==> src/rtl/tpu_pkg.sv <==
// Shared definitions for the TPU tile sequencer: FSM state encoding,
// tile traversal order and a ceiling-division helper for tile counts.
package tpu_pkg;

    typedef enum logic [3:0] {
        S_IDLE,
        S_RD_REQ,
        S_RD_WAIT,
        S_CMP_REQ,
        S_CMP_WAIT,
        S_WR_REQ,
        S_WR_WAIT,
        S_NEXT,
        S_DONE
    } state_e;

    typedef enum logic {
        ORDER_TN_INNER,
        ORDER_TM_INNER
    } tile_order_e;

    // Output tiles walk along a row of N tiles before stepping down to the next M row.
    localparam tile_order_e TILE_ORDER = ORDER_TN_INNER;

    function automatic int unsigned ceil_div(input int unsigned num, input int unsigned den);
        return (num + den - 1) / den;
    endfunction

endpackage

==> src/rtl/tpu_tile_sequencer_if.sv <==
// Bundle of host, queue/engine handshake and address signals around the
// tile sequencer. The master side is the sequencer; the slave side is the
// host plus the queue_array / systolic / write_back engines.
interface tpu_tile_sequencer_if #(
    parameter int ADDR_W = 10,
    parameter int DIM_W  = 8
);
    logic              tpu_start;
    logic              tpu_abort;
    logic [DIM_W-1:0]  dim_m;
    logic [DIM_W-1:0]  dim_n;
    logic [DIM_W-1:0]  dim_k;
    logic [ADDR_W-1:0] data_base;
    logic [ADDR_W-1:0] weight_base;
    logic [ADDR_W-1:0] out_base;
    logic              rempty;
    logic              wfull;
    logic              read_done;
    logic              compute_done;
    logic              write_done;
    logic              read_start;
    logic [ADDR_W-1:0] rd_addr;
    logic [ADDR_W-1:0] rd_w_addr;
    logic [DIM_W-1:0]  rd_size;
    logic              compute_start;
    logic              write_start;
    logic [ADDR_W-1:0] wr_addr;
    logic              busy;
    logic              tpu_done;
    logic              err;

    modport master (
        input  tpu_start, tpu_abort, dim_m, dim_n, dim_k,
        input  data_base, weight_base, out_base,
        input  rempty, wfull, read_done, compute_done, write_done,
        output read_start, rd_addr, rd_w_addr, rd_size,
        output compute_start, write_start, wr_addr,
        output busy, tpu_done, err
    );

    modport slave (
        output tpu_start, tpu_abort, dim_m, dim_n, dim_k,
        output data_base, weight_base, out_base,
        output rempty, wfull, read_done, compute_done, write_done,
        input  read_start, rd_addr, rd_w_addr, rd_size,
        input  compute_start, write_start, wr_addr,
        input  busy, tpu_done, err
    );
endinterface

==> src/rtl/tpu_tile_iter.sv <==
// Tile iterator: holds the job configuration latched at start, walks the
// (tm, tn) output-tile counters and derives per-tile buffer addresses.
// Address arithmetic is done wide and then truncated, so addresses wrap
// silently modulo the buffer size.
module tpu_tile_iter
    import tpu_pkg::*;
#(
    parameter int ARRAY_SIZE = 4,
    parameter int ADDR_W     = 10,
    parameter int DIM_W      = 8
) (
    input  logic              clk,
    input  logic              rst,
    input  logic              load,
    input  logic              advance,
    input  logic [DIM_W-1:0]  dim_m,
    input  logic [DIM_W-1:0]  dim_n,
    input  logic [DIM_W-1:0]  dim_k,
    input  logic [ADDR_W-1:0] data_base,
    input  logic [ADDR_W-1:0] weight_base,
    input  logic [ADDR_W-1:0] out_base,
    output logic              last_tile,
    output logic [ADDR_W-1:0] rd_addr,
    output logic [ADDR_W-1:0] rd_w_addr,
    output logic [DIM_W-1:0]  rd_size,
    output logic [ADDR_W-1:0] wr_addr
);
    localparam int PROD_W = ADDR_W + DIM_W;

    logic [DIM_W-1:0]  tm_q, tm_d, tn_q, tn_d;
    logic [DIM_W-1:0]  tm_tiles_q, tm_tiles_d, tn_tiles_q, tn_tiles_d;
    logic [DIM_W-1:0]  k_q, k_d;
    logic [ADDR_W-1:0] data_base_q, data_base_d;
    logic [ADDR_W-1:0] weight_base_q, weight_base_d;
    logic [ADDR_W-1:0] out_base_q, out_base_d;
    logic              tm_at_end, tn_at_end;

    assign tm_at_end = (tm_q == tm_tiles_q - DIM_W'(1));
    assign tn_at_end = (tn_q == tn_tiles_q - DIM_W'(1));
    assign last_tile = tm_at_end && tn_at_end;

    // Latch a fresh configuration on start, otherwise step to the next tile on request.
    always_comb begin
        tm_d          = tm_q;
        tn_d          = tn_q;
        tm_tiles_d    = tm_tiles_q;
        tn_tiles_d    = tn_tiles_q;
        k_d           = k_q;
        data_base_d   = data_base_q;
        weight_base_d = weight_base_q;
        out_base_d    = out_base_q;
        if (load) begin
            tm_d          = '0;
            tn_d          = '0;
            tm_tiles_d    = DIM_W'(ceil_div(32'(dim_m), 32'(ARRAY_SIZE)));
            tn_tiles_d    = DIM_W'(ceil_div(32'(dim_n), 32'(ARRAY_SIZE)));
            k_d           = dim_k;
            data_base_d   = data_base;
            weight_base_d = weight_base;
            out_base_d    = out_base;
        end else if (advance) begin
            if (TILE_ORDER == ORDER_TN_INNER) begin
                if (tn_at_end) begin
                    tn_d = '0;
                    tm_d = tm_q + DIM_W'(1);
                end else begin
                    tn_d = tn_q + DIM_W'(1);
                end
            end else begin
                if (tm_at_end) begin
                    tm_d = '0;
                    tn_d = tn_q + DIM_W'(1);
                end else begin
                    tm_d = tm_q + DIM_W'(1);
                end
            end
        end
    end

    // Configuration and tile counter registers.
    always_ff @(posedge clk) begin
        if (rst) begin
            tm_q          <= '0;
            tn_q          <= '0;
            tm_tiles_q    <= '0;
            tn_tiles_q    <= '0;
            k_q           <= '0;
            data_base_q   <= '0;
            weight_base_q <= '0;
            out_base_q    <= '0;
        end else begin
            tm_q          <= tm_d;
            tn_q          <= tn_d;
            tm_tiles_q    <= tm_tiles_d;
            tn_tiles_q    <= tn_tiles_d;
            k_q           <= k_d;
            data_base_q   <= data_base_d;
            weight_base_q <= weight_base_d;
            out_base_q    <= out_base_d;
        end
    end

    assign rd_size   = k_q;
    assign rd_addr   = ADDR_W'(PROD_W'(data_base_q) + PROD_W'(tm_q) * PROD_W'(k_q));
    assign rd_w_addr = ADDR_W'(PROD_W'(weight_base_q) + PROD_W'(tn_q) * PROD_W'(k_q));
    assign wr_addr   = ADDR_W'(PROD_W'(out_base_q) + PROD_W'(tm_q) * PROD_W'(tn_tiles_q)
                               + PROD_W'(tn_q));

endmodule

==> src/rtl/tpu_tile_sequencer.sv <==
// TPU tile sequencer: runs an MxN (reduction K) matmul as a series of
// ARRAY_SIZE x ARRAY_SIZE output tiles, each going read -> compute -> write-back.
// Optional build macro TPU_PERF_CNT_EN adds busy-cycle and stall-cycle counters.
module tpu_tile_sequencer
    import tpu_pkg::*;
#(
    parameter int ARRAY_SIZE = 4,
    parameter int ADDR_W     = 10,
    parameter int DIM_W      = 8
) (
    input  logic                 clk,
    input  logic                 rst,
    tpu_tile_sequencer_if.master bus
`ifdef TPU_PERF_CNT_EN
    ,
    output logic [31:0]          perf_cycles,
    output logic [31:0]          perf_stalls
`endif
);
    state_e state_q, state_d;
    logic   err_q, err_d;
    logic   load, advance, last_tile, dims_ok, busy;
    logic   read_start, compute_start, write_start, tpu_done;

    assign dims_ok = (bus.dim_m != '0) && (bus.dim_n != '0) && (bus.dim_k != '0);
    assign busy    = (state_q != S_IDLE) && (state_q != S_DONE);

    tpu_tile_iter #(
        .ARRAY_SIZE (ARRAY_SIZE),
        .ADDR_W     (ADDR_W),
        .DIM_W      (DIM_W)
    ) u_iter (
        .clk         (clk),
        .rst         (rst),
        .load        (load),
        .advance     (advance),
        .dim_m       (bus.dim_m),
        .dim_n       (bus.dim_n),
        .dim_k       (bus.dim_k),
        .data_base   (bus.data_base),
        .weight_base (bus.weight_base),
        .out_base    (bus.out_base),
        .last_tile   (last_tile),
        .rd_addr     (bus.rd_addr),
        .rd_w_addr   (bus.rd_w_addr),
        .rd_size     (bus.rd_size),
        .wr_addr     (bus.wr_addr)
    );

    // Next-state and pulse generation; abort overrides everything outside IDLE.
    always_comb begin
        state_d       = state_q;
        err_d         = err_q;
        load          = 1'b0;
        advance       = 1'b0;
        read_start    = 1'b0;
        compute_start = 1'b0;
        write_start   = 1'b0;
        tpu_done      = 1'b0;
        case (state_q)
            S_IDLE: begin
                if (bus.tpu_start) begin
                    if (dims_ok) begin
                        load    = 1'b1;
                        err_d   = 1'b0;
                        state_d = S_RD_REQ;
                    end else begin
                        err_d   = 1'b1;
                    end
                end
            end
            S_RD_REQ: begin
                if (!bus.wfull) begin
                    read_start = 1'b1;
                    state_d    = S_RD_WAIT;
                end
            end
            S_RD_WAIT:  if (bus.read_done) state_d = S_CMP_REQ;
            S_CMP_REQ: begin
                if (!bus.rempty) begin
                    compute_start = 1'b1;
                    state_d       = S_CMP_WAIT;
                end
            end
            S_CMP_WAIT: if (bus.compute_done) state_d = S_WR_REQ;
            S_WR_REQ: begin
                write_start = 1'b1;
                state_d     = S_WR_WAIT;
            end
            S_WR_WAIT:  if (bus.write_done) state_d = S_NEXT;
            S_NEXT: begin
                advance = 1'b1;
                state_d = last_tile ? S_DONE : S_RD_REQ;
            end
            S_DONE: begin
                tpu_done = 1'b1;
                state_d  = S_IDLE;
            end
            default: state_d = S_IDLE;
        endcase
        if ((state_q != S_IDLE) && bus.tpu_abort) begin
            state_d       = S_IDLE;
            advance       = 1'b0;
            read_start    = 1'b0;
            compute_start = 1'b0;
            write_start   = 1'b0;
            tpu_done      = 1'b0;
        end
    end

    // State and sticky error registers.
    always_ff @(posedge clk) begin
        if (rst) begin
            state_q <= S_IDLE;
            err_q   <= 1'b0;
        end else begin
            state_q <= state_d;
            err_q   <= err_d;
        end
    end

    assign bus.read_start    = read_start;
    assign bus.compute_start = compute_start;
    assign bus.write_start   = write_start;
    assign bus.tpu_done      = tpu_done;
    assign bus.busy          = busy;
    assign bus.err           = err_q;

`ifdef TPU_PERF_CNT_EN
    logic [31:0] perf_cycles_q, perf_cycles_d, perf_stalls_q, perf_stalls_d;
    logic        stall;

    assign stall = ((state_q == S_RD_REQ) && bus.wfull) || ((state_q == S_CMP_REQ) && bus.rempty);

    // Saturating job counters, cleared when a new job is accepted.
    always_comb begin
        perf_cycles_d = perf_cycles_q;
        perf_stalls_d = perf_stalls_q;
        if (load) begin
            perf_cycles_d = '0;
            perf_stalls_d = '0;
        end else begin
            if (busy && (perf_cycles_q != '1)) perf_cycles_d = perf_cycles_q + 32'd1;
            if (stall && (perf_stalls_q != '1)) perf_stalls_d = perf_stalls_q + 32'd1;
        end
    end

    // Performance counter registers.
    always_ff @(posedge clk) begin
        if (rst) begin
            perf_cycles_q <= '0;
            perf_stalls_q <= '0;
        end else begin
            perf_cycles_q <= perf_cycles_d;
            perf_stalls_q <= perf_stalls_d;
        end
    end

    assign perf_cycles = perf_cycles_q;
    assign perf_stalls = perf_stalls_q;
`endif

endmodule
==> src/flat_wrapper.sv <==
// flat-port wrapper written by rule: the top's interface ports become plain ports
module tpu_tile_sequencer_flat import tpu_pkg::*;
#(
    parameter int ARRAY_SIZE = 4,
    parameter int ADDR_W     = 10,
    parameter int DIM_W      = 8
)
  (clk, rst, bus_tpu_start, bus_tpu_abort, bus_dim_m, bus_dim_n, bus_dim_k, bus_data_base, bus_weight_base, bus_out_base, bus_rempty, bus_wfull, bus_read_done, bus_compute_done, bus_write_done, bus_read_start, bus_rd_addr, bus_rd_w_addr, bus_rd_size, bus_compute_start, bus_write_start, bus_wr_addr, bus_busy, bus_tpu_done, bus_err);
  tpu_tile_sequencer_if #(.ADDR_W(ADDR_W), .DIM_W(DIM_W)) bus_i ();
  input  logic clk;
  input  logic rst;
  input wire logic [$bits(bus_i.tpu_start)-1:0] bus_tpu_start;
  input wire logic [$bits(bus_i.tpu_abort)-1:0] bus_tpu_abort;
  input wire logic [$bits(bus_i.dim_m)-1:0] bus_dim_m;
  input wire logic [$bits(bus_i.dim_n)-1:0] bus_dim_n;
  input wire logic [$bits(bus_i.dim_k)-1:0] bus_dim_k;
  input wire logic [$bits(bus_i.data_base)-1:0] bus_data_base;
  input wire logic [$bits(bus_i.weight_base)-1:0] bus_weight_base;
  input wire logic [$bits(bus_i.out_base)-1:0] bus_out_base;
  input wire logic [$bits(bus_i.rempty)-1:0] bus_rempty;
  input wire logic [$bits(bus_i.wfull)-1:0] bus_wfull;
  input wire logic [$bits(bus_i.read_done)-1:0] bus_read_done;
  input wire logic [$bits(bus_i.compute_done)-1:0] bus_compute_done;
  input wire logic [$bits(bus_i.write_done)-1:0] bus_write_done;
  output wire logic [$bits(bus_i.read_start)-1:0] bus_read_start;
  output wire logic [$bits(bus_i.rd_addr)-1:0] bus_rd_addr;
  output wire logic [$bits(bus_i.rd_w_addr)-1:0] bus_rd_w_addr;
  output wire logic [$bits(bus_i.rd_size)-1:0] bus_rd_size;
  output wire logic [$bits(bus_i.compute_start)-1:0] bus_compute_start;
  output wire logic [$bits(bus_i.write_start)-1:0] bus_write_start;
  output wire logic [$bits(bus_i.wr_addr)-1:0] bus_wr_addr;
  output wire logic [$bits(bus_i.busy)-1:0] bus_busy;
  output wire logic [$bits(bus_i.tpu_done)-1:0] bus_tpu_done;
  output wire logic [$bits(bus_i.err)-1:0] bus_err;
  assign bus_i.tpu_start = bus_tpu_start;
  assign bus_i.tpu_abort = bus_tpu_abort;
  assign bus_i.dim_m = bus_dim_m;
  assign bus_i.dim_n = bus_dim_n;
  assign bus_i.dim_k = bus_dim_k;
  assign bus_i.data_base = bus_data_base;
  assign bus_i.weight_base = bus_weight_base;
  assign bus_i.out_base = bus_out_base;
  assign bus_i.rempty = bus_rempty;
  assign bus_i.wfull = bus_wfull;
  assign bus_i.read_done = bus_read_done;
  assign bus_i.compute_done = bus_compute_done;
  assign bus_i.write_done = bus_write_done;
  assign bus_read_start = bus_i.read_start;
  assign bus_rd_addr = bus_i.rd_addr;
  assign bus_rd_w_addr = bus_i.rd_w_addr;
  assign bus_rd_size = bus_i.rd_size;
  assign bus_compute_start = bus_i.compute_start;
  assign bus_write_start = bus_i.write_start;
  assign bus_wr_addr = bus_i.wr_addr;
  assign bus_busy = bus_i.busy;
  assign bus_tpu_done = bus_i.tpu_done;
  assign bus_err = bus_i.err;
  tpu_tile_sequencer #(.ARRAY_SIZE(ARRAY_SIZE), .ADDR_W(ADDR_W), .DIM_W(DIM_W)) u_core (.clk(clk), .rst(rst), .bus(bus_i));
endmodule
==> config.mk <==
export PLATFORM = sky130hd
export DESIGN_NAME = tpu_tile_sequencer_flat
export DESIGN_NICKNAME = d
export VERILOG_FILES = /design/src/rtl/tpu_pkg.sv /design/src/rtl/tpu_tile_sequencer_if.sv /design/src/rtl/tpu_tile_iter.sv /design/src/rtl/tpu_tile_sequencer.sv /design/src/flat_wrapper.sv
export SDC_FILE = /design/constraint.sdc
export NUM_CORES = 1
export LEC_CHECK = 0
export CAP_MARGIN = 20
export CORE_UTILIZATION = 33
export CTS_BUF_LIST = sky130_fd_sc_hd__clkbuf_4
export DETAILED_ROUTE_END_ITERATION = 12
export PLACE_DENSITY = 0.6
export SLEW_MARGIN = 20
export SYNTH_ARGS = -nofsm -noshare
export SYNTH_HDL_FRONTEND = slang
export SYNTH_SLANG_ARGS = --single-unit
export TNS_END_PERCENT = 100
==> constraint.sdc <==
create_clock -name clk -period 12.75 [get_ports clk]
set_input_delay 1.275 -clock clk [delete_from_list [all_inputs] [get_ports clk]]
set_output_delay 1.275 -clock clk [all_outputs]
set_load 0.02 [all_outputs]
==> key figures <==
Die
  • Boundary pin count: around 110
  • Die area: roughly 26000 sq um
  • Die width: 162 um
  • Core ar.: approximately 25000 sq um
  • Num rows: 58
  • Die Ht: approximately 160 um
  • Starting density of the core: about a third

Clock network
  • # clock sinks: 73
  • Clock Latency Late Sink: ~0.46 ns
  • CTS buffer count: 9
  • H-tree levels: 3
  • Clk pin slew, worst setup/hold paths: between 0.1 and 0.15 ns
  • CTS tree: done
  • Post-cts repair resize count: 0
  • Clk buf depth: 2
  • Root buffer cell: clkbuf_4
  • Hold_buf cts: 0
  • Total setup buffers inserted after CTS: 0

Drt
  • Overall via count from detail_route: ~6.8k
  • DR vias/cell: around 4.7
  • Post-DRT Antenna Nets: 0
  • Drt drc: 0
  • Routed WL: just over 20 mm
  • Detailed Route Iter0 Violations: 313
  • Wire length per cell: around 14 um
  • Detailed Routing Iterations Pass 1: 5

Global routing
  • All-Layer GR Usage: about 16%
  • Vias in the first global route: 6979
  • Pin count of the biggest net entering global routing: 60
  • Initial antenna violation count: 0
  • First-pass GRT wire length: around 35 mm
  • Remaining Overflow, GRT: 0

Power
  • Power density over the cells: roughly 65 nW/um^2
  • Pleak: ~4.3 nW
  • Max IR drop VDD: 0.0000538 V

Yosys
  • Sequential element share of the synthesized area: 17.2%
  • Async set-reset flop share out of synthesis: 0%
  • Syn_nets: 1278
  • Post-synth EDFFs: 0
  • Avg Inst Size Synth: slightly above 8 sq um
  • Synth Flop Type: dfxtp_1
  • Cell area after synthesis: about 8500 sq um
  • Synth Warn #: 0
  • Cell count after synthesis: roughly 1.0k
  • Post-synth cell types: 57
  • FF+latch count, synth: 73

Final layout
  • Count of nets after finishing: between 1k and 1.5k
  • Commonest non-fill, non-tap cell in the layout: inv_1
  • Core Util, Final: 39.3%
  • Seq. cell area: 1460 sq um
  • FILL cells: 2605
  • Multi-input logic area: 6120 sq um
  • Layout area overhead: 16.7%
  • Layout cell share with drive strength beyond 1: around 3.1%
  • Commonest non-fill, non-tap cells in the layout: inv_1 (186), nand2_1 (168), clkdlybuf4s50_1 (105), fa_1 (96), dfxtp_1 (73)
  • Diode count: 0

Critical path
  • FF-to-FF path depth: 8
  • Worst path depth: 17
  • Critical path data arrival time: slightly below 6 ns
  • CP endpoint kind: primary output
  • Buffers & Inverters on Critical Path: 4
  • Crit-path leading delay family: adder cells
  • Crit Path Max Fanout: 22
  • Crit start category: flip-flop
  • FF-to-FF setup slack: about 9.8 ns
  • Crit-path max cell delay: about 0.90 ns
  • CP Data Required Time: roughly 11 ns
  • Crit path cell chain: nand2_1 > fa_1 > inv_1 > ha_1 > ha_1 > inv_1 > fa_1 > inv_1 > fa_1 > ha_1 > nor2b_1 > o21ai_0 > a21boi_0 > o21ai_0 > nor2b_1 > xnor2_1 > clkdlybuf4s50_1
  • Crit-path slowest cell: dfxtp_1
  • Critical setup path kind: reg -> out

STA
  • Final setup fails: 0
  • Max Clk Rate: 140 MHz
  • Slew Limit Headroom: 43.1%
  • Final hold vios: 0
  • Final worst-path cycle share: 56.0%
  • Tmin final: just over 7 ns
  • Final setup TNS: 0 ns
  • Clock skew: 0.0180 ns
  • Pins Over Slew Limit: 0
  • Worst-Margin Slew: about 0.85 ns
  • RSZ-0062 raised after global routing: no

Worst hold path
  • Class of the worst hold path: reg -> reg
  • Hold Path Stages: 2

Outcome
  • Status: completed

Placed design
  • PortBufs: ~110
  • Final Wtd Congestion: between 0.8 and 0.9
  • HPWL after DPL: about 15 mm

Flow run
  • Max cap viols: 0
==> cells by family (layout without fill, tap and decap cells) <==
group	after synthesis	in the layout	synth area share (%)
AOI/OAI and AO/OA	119	119	9.08
adders and majority gates	168	168	33.2
muxes	3	3	0.354
DFF	73	73	17.2
and+or+nand+nor	358	358	20.3
xor gates and xnor gates	86	86	9.03
buffers and inverters	240	313	10.7
==> synthesized netlist by cell type (15+ instances only) <==
| master | n | share of area [%] |
|---|---|---|
| a21oi_1 | 59 | 3.5 |
| and2_1 | 70 | 5.2 |
| clkbuf_1 | 47 | 2.1 |
| dfxtp_1 | 73 | 17 |
| fa_1 | 96 | 23 |
| ha_1 | 72 | 11 |
| inv_1 | 186 | 8.2 |
| nand2_1 | 168 | 7.4 |
| nor2_1 | 43 | 1.9 |
| o21ai_0 | 15 | 0.88 |
| xnor2_1 | 64 | 6.6 |
| xor2_1 | 21 | 2.2 |
==> cell type report <==
cell class                      count  share of cell area (%)
Sequential cell                    73                    14.8
Clock inverter                      4                   0.303
Clock buffer                       12                   0.910
Inverter                          186                    7.05
Multi-Input combinational cell    734                    61.8
Tap cell                          330                    4.17
Timing Repair Buffer              111                    11.0
==> worst reg2reg max path: cells and delay by family, from the launching register on <==
| kind | cells | cell delay [ns] |
|---|---|---|
| fa+ha+maj | 1 | 0.33 |
| flops | 1 | 0.57 |
| buf+inv | 1 | 0.20 |
| xor+xnor | 1 | 0.13 |
| compound gates | 4 | 1.07 |
| simple gates | 1 | 0.53 |
==> registers in the layout, summed over array words and instances, names as in the netlist <==
name,cells
u_core.u_iter.rd_size,8
u_core.u_iter.out_base_q,10
u_core.u_iter.tm_tiles_q,7
u_core.u_iter.tn_tiles_q,7
u_core.u_iter.weight_base_q,10
u_core.u_iter.data_base_q,10
u_core.state_q,4
u_core.bus.err,1
u_core.u_iter.tm_q,8
u_core.u_iter.tn_q,8
==> per-stage QoR <==
stage	cells	hold slack (ns)	total power, mW	instance area, sq um	worst slack (ns)
2_1_floorplan	1047	0.436	0.425	8490	6.84
3_3_place_gp	1434	0.444	0.511	9780	6.24
3_5_place_dp	1434	0.448	0.514	9780	6.10
4_1_cts	1450	0.467	0.660	9900	5.53
5_1_grt	1450	0.487	0.698	9900	5.17
6_report	1450	0.464	0.646	9900	5.61
==> power breakdown <==
| group | total [mW] | internal [mW] | switching [mW] |
|---|---|---|---|
| Clock | 0.140 | 0.0471 | 0.0931 |
| Sequential | 0.285 | 0.248 | 0.0366 |
| Combinational | 0.221 | 0.0993 | 0.122 |
| Total | 0.646 | 0.395 | 0.252 |
==> layer usage <==
layer  global-route usage, %  vias to the layer above  part of all wire [%]
li1                        -                     3399                     -
met1                    22.3                     3244                    48
met2                    26.9                      124                    46
met3                    3.06                       19                   4.3
met4                    3.64                        0                   1.1
met5                       0                        -                     0
==> worst paths after layout <==
path / startpoint / to
max reg2reg: u_core.u_iter.tn_tiles_q[1] / u_core.u_iter.tm_q[5]
min reg2reg: u_core.u_iter.data_base_q[3] / u_core.u_iter.data_base_q[3]
max: u_core.u_iter.tm_q[2] / bus_wr_addr[7]
min: u_core.u_iter.data_base_q[3] / u_core.u_iter.data_base_q[3]
Note: power is estimated with default switching activity, not from simulation.
